===== config.mk =====
export PLATFORM = sky130hd
export DESIGN_NAME = mem_arbiter_flat
export DESIGN_NICKNAME = d
export VERILOG_FILES = /design/src/rtl/mem_arbiter_if.sv /design/src/rtl/mem_arbiter.sv /design/src/flat_wrapper.sv
export SDC_FILE = /design/constraint.sdc
export NUM_CORES = 1
export LEC_CHECK = 0
export CAP_MARGIN = 20
export CORE_ASPECT_RATIO = 0.8
export CORE_MARGIN = 2
export CORE_UTILIZATION = 53
export DETAILED_ROUTE_END_ITERATION = 8
export DONT_BUFFER_PORTS = 1
export PLACE_DENSITY = 0.73
export SLEW_MARGIN = 20
export SYNTH_ARGS = -nofsm -noshare
export SYNTH_HDL_FRONTEND = slang
export SYNTH_SLANG_ARGS = --single-unit

===== constraint.sdc =====
create_clock -name clk -period 2.2 [get_ports clk]
set_input_delay 0.44 -clock clk [delete_from_list [all_inputs] [get_ports clk]]
set_output_delay 0.44 -clock clk [all_outputs]
set_load 0.02 [all_outputs]

===== src/rtl/mem_arbiter_if.sv =====
// Bus bundle between the Rx32 F/M stages, the arbiter and the unified memory.
// master: the arbiter; slave: the pipeline stages and memory around it.
interface mem_arbiter_if;
  logic        if_req;
  logic [31:0] if_addr;
  logic [31:0] if_rdata;
  logic        if_done;
  logic        d_req;
  logic        d_we;
  logic [31:0] d_addr;
  logic [31:0] d_wdata;
  logic [31:0] d_rdata;
  logic        d_done;
  logic        stall_f;
  logic        stall_m;
  logic        mem_req;
  logic        mem_we;
  logic [31:0] mem_addr;
  logic [31:0] mem_wdata;
  logic [31:0] mem_rdata;
  logic        mem_ack;
  logic        mem_err;

  modport master (
    input  if_req, if_addr,
    input  d_req, d_we, d_addr, d_wdata,
    input  mem_rdata, mem_ack,
    output if_rdata, if_done,
    output d_rdata, d_done,
    output stall_f, stall_m,
    output mem_req, mem_we, mem_addr,
    output mem_wdata, mem_err
  );

  modport slave (
    output if_req, if_addr,
    output d_req, d_we, d_addr, d_wdata,
    output mem_rdata, mem_ack,
    input  if_rdata, if_done,
    input  d_rdata, d_done,
    input  stall_f, stall_m,
    input  mem_req, mem_we, mem_addr,
    input  mem_wdata, mem_err
  );
endinterface


===== src/rtl/mem_arbiter.sv =====
// Serialises fetch and data ports onto one req/ack memory.
// Alternates on ties, one access in flight, watchdog-bounded.
module mem_arbiter #(
  parameter int TIMEOUT = 16
) (
  input logic        clk,
  input logic        reset,
  mem_arbiter_if.master bus
);

  localparam int CW = (TIMEOUT > 0) ? $clog2(TIMEOUT + 1) : 1;
  localparam logic [CW-1:0] TMAX  = CW'(TIMEOUT);
  localparam logic [CW-1:0] TLAST =
    CW'((TIMEOUT > 0) ? TIMEOUT - 1 : 0);

  typedef enum logic [2:0] {
    IDLE, BUSY_I, BUSY_D, DONE_I, DONE_D
  } state_t;

  state_t      state_q, state_d;
  logic        last_grant_q, last_grant_d;
  logic [CW-1:0] wait_cnt_q, wait_cnt_d;
  logic        mem_req_q, mem_req_d;
  logic        mem_we_q, mem_we_d;
  logic [31:0] mem_addr_q, mem_addr_d;
  logic [31:0] mem_wdata_q, mem_wdata_d;
  logic [31:0] if_rdata_q, if_rdata_d;
  logic [31:0] d_rdata_q, d_rdata_d;
  logic        err_q, err_d;
  logic        grant_d;
  logic        is_i;

  // Arbitration, latching of the granted access and completion.
  always_comb begin
    state_d      = state_q;
    last_grant_d = last_grant_q;
    wait_cnt_d   = wait_cnt_q;
    mem_req_d    = mem_req_q;
    mem_we_d     = mem_we_q;
    mem_addr_d   = mem_addr_q;
    mem_wdata_d  = mem_wdata_q;
    if_rdata_d   = if_rdata_q;
    d_rdata_d    = d_rdata_q;
    err_d        = 1'b0;
    grant_d      = 1'b0;
    is_i         = (state_q == BUSY_I);
    unique case (state_q)
      IDLE: begin
        // last_grant only moves on a tie so lone requests do
        // not disturb the alternation order.
        grant_d = bus.d_req & (~bus.if_req | ~last_grant_q);
        if (bus.d_req & bus.if_req)
          last_grant_d = grant_d;
        if (grant_d) begin
          state_d     = BUSY_D;
          mem_req_d   = 1'b1;
          mem_we_d    = bus.d_we;
          mem_addr_d  = bus.d_addr;
          mem_wdata_d = bus.d_wdata;
          wait_cnt_d  = '0;
        end else if (bus.if_req) begin
          state_d     = BUSY_I;
          mem_req_d   = 1'b1;
          mem_we_d    = 1'b0;
          mem_addr_d  = bus.if_addr;
          mem_wdata_d = '0;
          wait_cnt_d  = '0;
        end
      end
      BUSY_I, BUSY_D: begin
        if (bus.mem_ack) begin
          state_d   = is_i ? DONE_I : DONE_D;
          mem_req_d = 1'b0;
          if (!mem_we_q) begin
            if (is_i) if_rdata_d = bus.mem_rdata;
            else      d_rdata_d  = bus.mem_rdata;
          end
        end else if (TIMEOUT != 0 &&
                     wait_cnt_q == TLAST) begin
          state_d   = is_i ? DONE_I : DONE_D;
          mem_req_d = 1'b0;
          err_d     = 1'b1;
          if (is_i) if_rdata_d = '0;
          else      d_rdata_d  = '0;
        end else if (wait_cnt_q != TMAX) begin
          wait_cnt_d = wait_cnt_q + CW'(1);
        end
      end
      DONE_I, DONE_D: state_d = IDLE;
      default:        state_d = IDLE;
    endcase
  end

  // State and registered outputs; reset abandons any access.
  always_ff @(posedge clk) begin
    if (reset) begin
      state_q      <= IDLE;
      last_grant_q <= 1'b0;
      wait_cnt_q   <= '0;
      mem_req_q    <= 1'b0;
      mem_we_q     <= 1'b0;
      mem_addr_q   <= '0;
      mem_wdata_q  <= '0;
      if_rdata_q   <= '0;
      d_rdata_q    <= '0;
      err_q        <= 1'b0;
    end else begin
      state_q      <= state_d;
      last_grant_q <= last_grant_d;
      wait_cnt_q   <= wait_cnt_d;
      mem_req_q    <= mem_req_d;
      mem_we_q     <= mem_we_d;
      mem_addr_q   <= mem_addr_d;
      mem_wdata_q  <= mem_wdata_d;
      if_rdata_q   <= if_rdata_d;
      d_rdata_q    <= d_rdata_d;
      err_q        <= err_d;
    end
  end

  assign bus.if_done   = (state_q == DONE_I);
  assign bus.d_done    = (state_q == DONE_D);
  assign bus.stall_f   = bus.if_req & ~bus.if_done;
  assign bus.stall_m   = bus.d_req & ~bus.d_done;
  assign bus.if_rdata  = if_rdata_q;
  assign bus.d_rdata   = d_rdata_q;
  assign bus.mem_req   = mem_req_q;
  assign bus.mem_we    = mem_we_q;
  assign bus.mem_addr  = mem_addr_q;
  assign bus.mem_wdata = mem_wdata_q;
  assign bus.mem_err   = err_q;

endmodule


===== src/flat_wrapper.sv =====
// flat-port wrapper written by rule: the top's interface ports become plain ports
module mem_arbiter_flat 
#(
  parameter int TIMEOUT = 16
)
  (clk, reset, bus_if_req, bus_if_addr, bus_d_req, bus_d_we, bus_d_addr, bus_d_wdata, bus_mem_rdata, bus_mem_ack, bus_if_rdata, bus_if_done, bus_d_rdata, bus_d_done, bus_stall_f, bus_stall_m, bus_mem_req, bus_mem_we, bus_mem_addr, bus_mem_wdata, bus_mem_err);
  mem_arbiter_if bus_i ();
  input logic clk;
  input logic reset;
  input wire logic [$bits(bus_i.if_req)-1:0] bus_if_req;
  input wire logic [$bits(bus_i.if_addr)-1:0] bus_if_addr;
  input wire logic [$bits(bus_i.d_req)-1:0] bus_d_req;
  input wire logic [$bits(bus_i.d_we)-1:0] bus_d_we;
  input wire logic [$bits(bus_i.d_addr)-1:0] bus_d_addr;
  input wire logic [$bits(bus_i.d_wdata)-1:0] bus_d_wdata;
  input wire logic [$bits(bus_i.mem_rdata)-1:0] bus_mem_rdata;
  input wire logic [$bits(bus_i.mem_ack)-1:0] bus_mem_ack;
  output wire logic [$bits(bus_i.if_rdata)-1:0] bus_if_rdata;
  output wire logic [$bits(bus_i.if_done)-1:0] bus_if_done;
  output wire logic [$bits(bus_i.d_rdata)-1:0] bus_d_rdata;
  output wire logic [$bits(bus_i.d_done)-1:0] bus_d_done;
  output wire logic [$bits(bus_i.stall_f)-1:0] bus_stall_f;
  output wire logic [$bits(bus_i.stall_m)-1:0] bus_stall_m;
  output wire logic [$bits(bus_i.mem_req)-1:0] bus_mem_req;
  output wire logic [$bits(bus_i.mem_we)-1:0] bus_mem_we;
  output wire logic [$bits(bus_i.mem_addr)-1:0] bus_mem_addr;
  output wire logic [$bits(bus_i.mem_wdata)-1:0] bus_mem_wdata;
  output wire logic [$bits(bus_i.mem_err)-1:0] bus_mem_err;
  assign bus_i.if_req = bus_if_req;
  assign bus_i.if_addr = bus_if_addr;
  assign bus_i.d_req = bus_d_req;
  assign bus_i.d_we = bus_d_we;
  assign bus_i.d_addr = bus_d_addr;
  assign bus_i.d_wdata = bus_d_wdata;
  assign bus_i.mem_rdata = bus_mem_rdata;
  assign bus_i.mem_ack = bus_mem_ack;
  assign bus_if_rdata = bus_i.if_rdata;
  assign bus_if_done = bus_i.if_done;
  assign bus_d_rdata = bus_i.d_rdata;
  assign bus_d_done = bus_i.d_done;
  assign bus_stall_f = bus_i.stall_f;
  assign bus_stall_m = bus_i.stall_m;
  assign bus_mem_req = bus_i.mem_req;
  assign bus_mem_we = bus_i.mem_we;
  assign bus_mem_addr = bus_i.mem_addr;
  assign bus_mem_wdata = bus_i.mem_wdata;
  assign bus_mem_err = bus_i.mem_err;
  mem_arbiter #(.TIMEOUT(TIMEOUT)) u_core (.clk(clk), .reset(reset), .bus(bus_i));
endmodule

==> flow_summary_export.csv <==
group,metric,value,unit
run_status,status,"finished, final reports clean",
grt,global_route_usage_over_all_layers,0.2323,
grt,antenna_found_initial,0,
detailed_routing,antenna_violating_nets_post_route,0,
power,p_comb_frac,0.120,
setup_path,critPathMaxStageDelay,460,ps
power,power.share.sequential,0.453,
yosys,async_flop_share,0,
clock_tree,htree_levels,4,
setup_path,cp_max_fo,5,
detailed_routing,wire_per_inst,18.86,um
worst_hold_path,hold_path_class,"in -> reg",
setup_path,rr_startpoint,"u_core.wait_cnt_q[0]",
floorplan,die_y,95.48,um
place,dp.final_hpwl,9196,um
setup_path,crit_family,"simple AND/OR/NAND/NOR gates",
grt,globalRoute.totalOverflow,0,
setup_path,timing.critical_path.depth,3,
setup_path,critical_path.endpoint,"bus_stall_f",
cells_and_area,final_net_count,701,
grt,grt_pass1_wl,20950,um
detailed_routing,detail_route.first_pass.iterations,4,
yosys,post_synth_mux_area_share,0.05958,
yosys,number_of_enable_type_register_cells_in_the_synthesized_netlist,0,
clock_tree,cts_inserted_buffers,17,
grt,vias_in_the_first_global_route,4209,
power,vdd_drop_max,0.0006887,V
power,total_switching_power,2.027,mW
sta,fin_skew,8.691,ps
cells_and_area,multiInputGateArea,2485,um^2
place,gp_routability_congestion,0.7925,
yosys,synth.avg_cell_area,9.526,um^2
setup_path,regToRegSetupSlack,170,ps
clock_tree,clockRootBuffer,"clkbuf_16",
yosys,ys_seq_elements,140,
clock_tree,cts_hold_buf,0,
cells_and_area,layout.cells.most_common,"dfxtp_1",
cells_and_area,area_growth,13.04,%
detailed_routing,totalWireLength,13510,um
floorplan,core_region_area,10200,um^2
power,finalPower,7.089,mW
floorplan,initial_core_util,0.5436,
setup_path,worstSetupStartpointType,"flop",
cells_and_area,final-seq-area,2803,um^2
clock_tree,clk_pin_slew,60,ps
yosys,syn-num-nets,720,
yosys,synth_top_family_by_area,"compound AO/OA/AOI/OAI gates",
yosys,synth-warning-count,0,
place,placed_cells,682,
floorplan,std_cell_rows,33,
sta,finalSetupViolations,0,
clock_tree,numClockSinks,140,
power,cellPowerDensity,1131,nW/um^2
yosys,synth_xor_area_frac,0.003160,
detailed_routing,starting_drc_count_in_detailed_routing,294,
setup_path,crit-reg2reg-capture,"u_core.bus.if_rdata[3]",
job,cap_viol_max_count,0,
detailed_routing,drc,0,
clock_tree,cts_tree,"yes",
setup_path,critical_path_class,"reg -> out",
sta,totalNegativeSetupSlack,0,ps
cells_and_area,drive_above_1_share,0.1632,
yosys,adder_cell_share_of_the_synthesized_area,0.009027,
cells_and_area,antenna_cells_inserted,0,
detailed_routing,via_density_per_instance,5.936,
sta,maxClockFrequency,0.4754,GHz
yosys,post_synth_and_or_nand_nor_area_fraction,0.1738,
clock_tree,clock_tree.buffer_depth,2,
floorplan,ios,269,
setup_path,critical_path_required,1760,ps
yosys,yosysUniqueCellTypes,43,
clock_tree,clk-insertion-delay-late,410,ps
setup_path,critical_path_buf_inv_count,1,
place,place.port_buffers,0,
yosys,synth.yosys.seq_area_share,0.5055,
sta,final-max-slew-violation-count,0,
detailed_routing,dr_total_vias,4250,
setup_path,worst_setup_path_startpoint,"u_core.state_q[2]",
grt,grt_start_max_net_pins,139,
setup_path,worstPathArrival,1660,ps
yosys,netlist_area,5544,um^2
power,p_int,5.062,mW
cells_and_area,commonest_cells_after_routing_fill_and_taps_aside,"140 x dfxtp_1, 82 x nor2_1, 46 x a22oi_1, 38 x nand3_1",
cells_and_area,fillers,843,
setup_path,worstRegToRegCells,8,
floorplan,design.die.area,11300,um^2
sta,maxSlewHeadroom,0.6567,
yosys,synth_compound_gate_area_share,0.1966,
sta,rsz_0062_raised_after_global_routing,"false",
power,clkPwrFrac,0.427,
sta,timing.final.crit_share,0.9562,
setup_path,critical_path.cell_chain,"inv_1 -> and3_1 -> nor2b_1",
sta,period_minus_slack,2104,ps
setup_path,critical_path.endpoint_type,"output pin",
yosys,syn-instance-count,582,
cells_and_area,final_cells,716,
sta,hold_violations,0,
setup_path,critical-path-slowest-cell,"nor2b_1",
power,power_switching_share,0.2859,
sta,tightest_pin_transition,513.9,ps
power,power.static_leakage,2.304,nW
yosys,synth_top_flop_cell,"dfxtp_1",
floorplan,die_x,118.4,um
==> worst min path at each step <==
stage	start	slack (ps)	endpoint	cells after the start
after floorplan	u_core.wait_cnt_q[4]	460	u_core.wait_cnt_q[4]	2
after global placement	u_core.wait_cnt_q[4]	480	u_core.wait_cnt_q[4]	2
after detailed placement	u_core.wait_cnt_q[4]	490	u_core.wait_cnt_q[4]	2
after CTS	reset	90	u_core.bus.mem_wdata[28]	1
after global routing	reset	90	u_core.bus.mem_addr[24]	1
final	reset	110	u_core.bus.mem_addr[27]	1
==> cell usage after synthesis (5+ instances only) <==
library cell	count	area share
nand3_1	38	0.034
a211oi_1	32	0.043
mux2i_1	33	0.060
nor2_2	20	0.023
a22oi_2	20	0.045
a22oi_1	46	0.062
a21oi_1	35	0.032
buf_2	19	0.017
nor2b_1	6	0.0068
dfxtp_1	140	0.51
inv_1	5	0.0034
nand2_1	35	0.024
buf_4	8	0.011
clkbuf_1	20	0.014
nor2_1	82	0.056
==> flip-flops by register name (all words and copies together), names as in the netlist <==
| signal | cells |
|---|---|
| u_core.wait_cnt_q | 5 |
| u_core.last_grant_q | 1 |
| u_core.bus.mem_req | 1 |
| u_core.bus.if_rdata | 32 |
| u_core.bus.mem_err | 1 |
| u_core.bus.d_rdata | 32 |
| u_core.bus.mem_we | 1 |
| u_core.bus.mem_wdata | 32 |
| u_core.bus.mem_addr | 32 |
| u_core.state_q | 3 |
==> logic make-up (layout without fill, tap and decap cells) <==
family	after synthesis	count (layout)
buffers and inverters	57	51
adder cells (fa/ha/maj)	4	4
flip-flops	140	140
multiplexers	33	33
XOR/XNOR	2	2
AND/OR/NAND/NOR	203	203
AO/OA/AOI/OAI	143	143
==> what timing repair did <==
action / in CTS / in global routing
gates resized for setup: 0 / 0
buffers inserted: 0 / 2
setup endpoints to repair: 0 / 1
==> layout make-up <==
| class | instances | area share |
|---|---|---|
| flip-flops and latches | 140 | 0.4472 |
| multi-input cells | 385 | 0.3965 |
| clock buffers | 20 | 0.07127 |
| clock inverters | 12 | 0.02935 |
| well taps | 140 | 0.02795 |
| repair buffers | 14 | 0.02476 |
| inverters | 5 | 0.002995 |
==> through the flow <==
step,setup slack [ps],area [um^2],util,hold WS (ps)
floorplan,331.4,5544,-,460.7
global placement,251.0,5622,0.5512,475.9
detailed placement,101.3,5622,0.5512,490.7
CTS,72.22,6252,0.6131,88.15
global route,10.27,6267,0.6145,86.48
finish,96.31,6267,0.6145,107.3
==> metal layers <==
metal,routed length (um),part of all wire,track usage
met1,5324,0.39,0.2618
met3,1294,0.096,0.1053
met5,0,0,0
met2,6665,0.49,0.3940
met4,223,0.017,0.08032
==> power by group through the flow <==
stage          Sequential (mW)  Clock [mW]  Combinational [mW]
6_report                  3.21        3.02               0.852
5_1_grt                   3.24        3.19               0.952
4_1_cts                   3.22        3.07               0.846
3_5_place_dp              3.27           0               0.843
3_3_place_gp              3.26           0               0.800
2_1_floorplan             3.20           0               0.765
No activity file was read; power rests on OpenSTA's default activity.
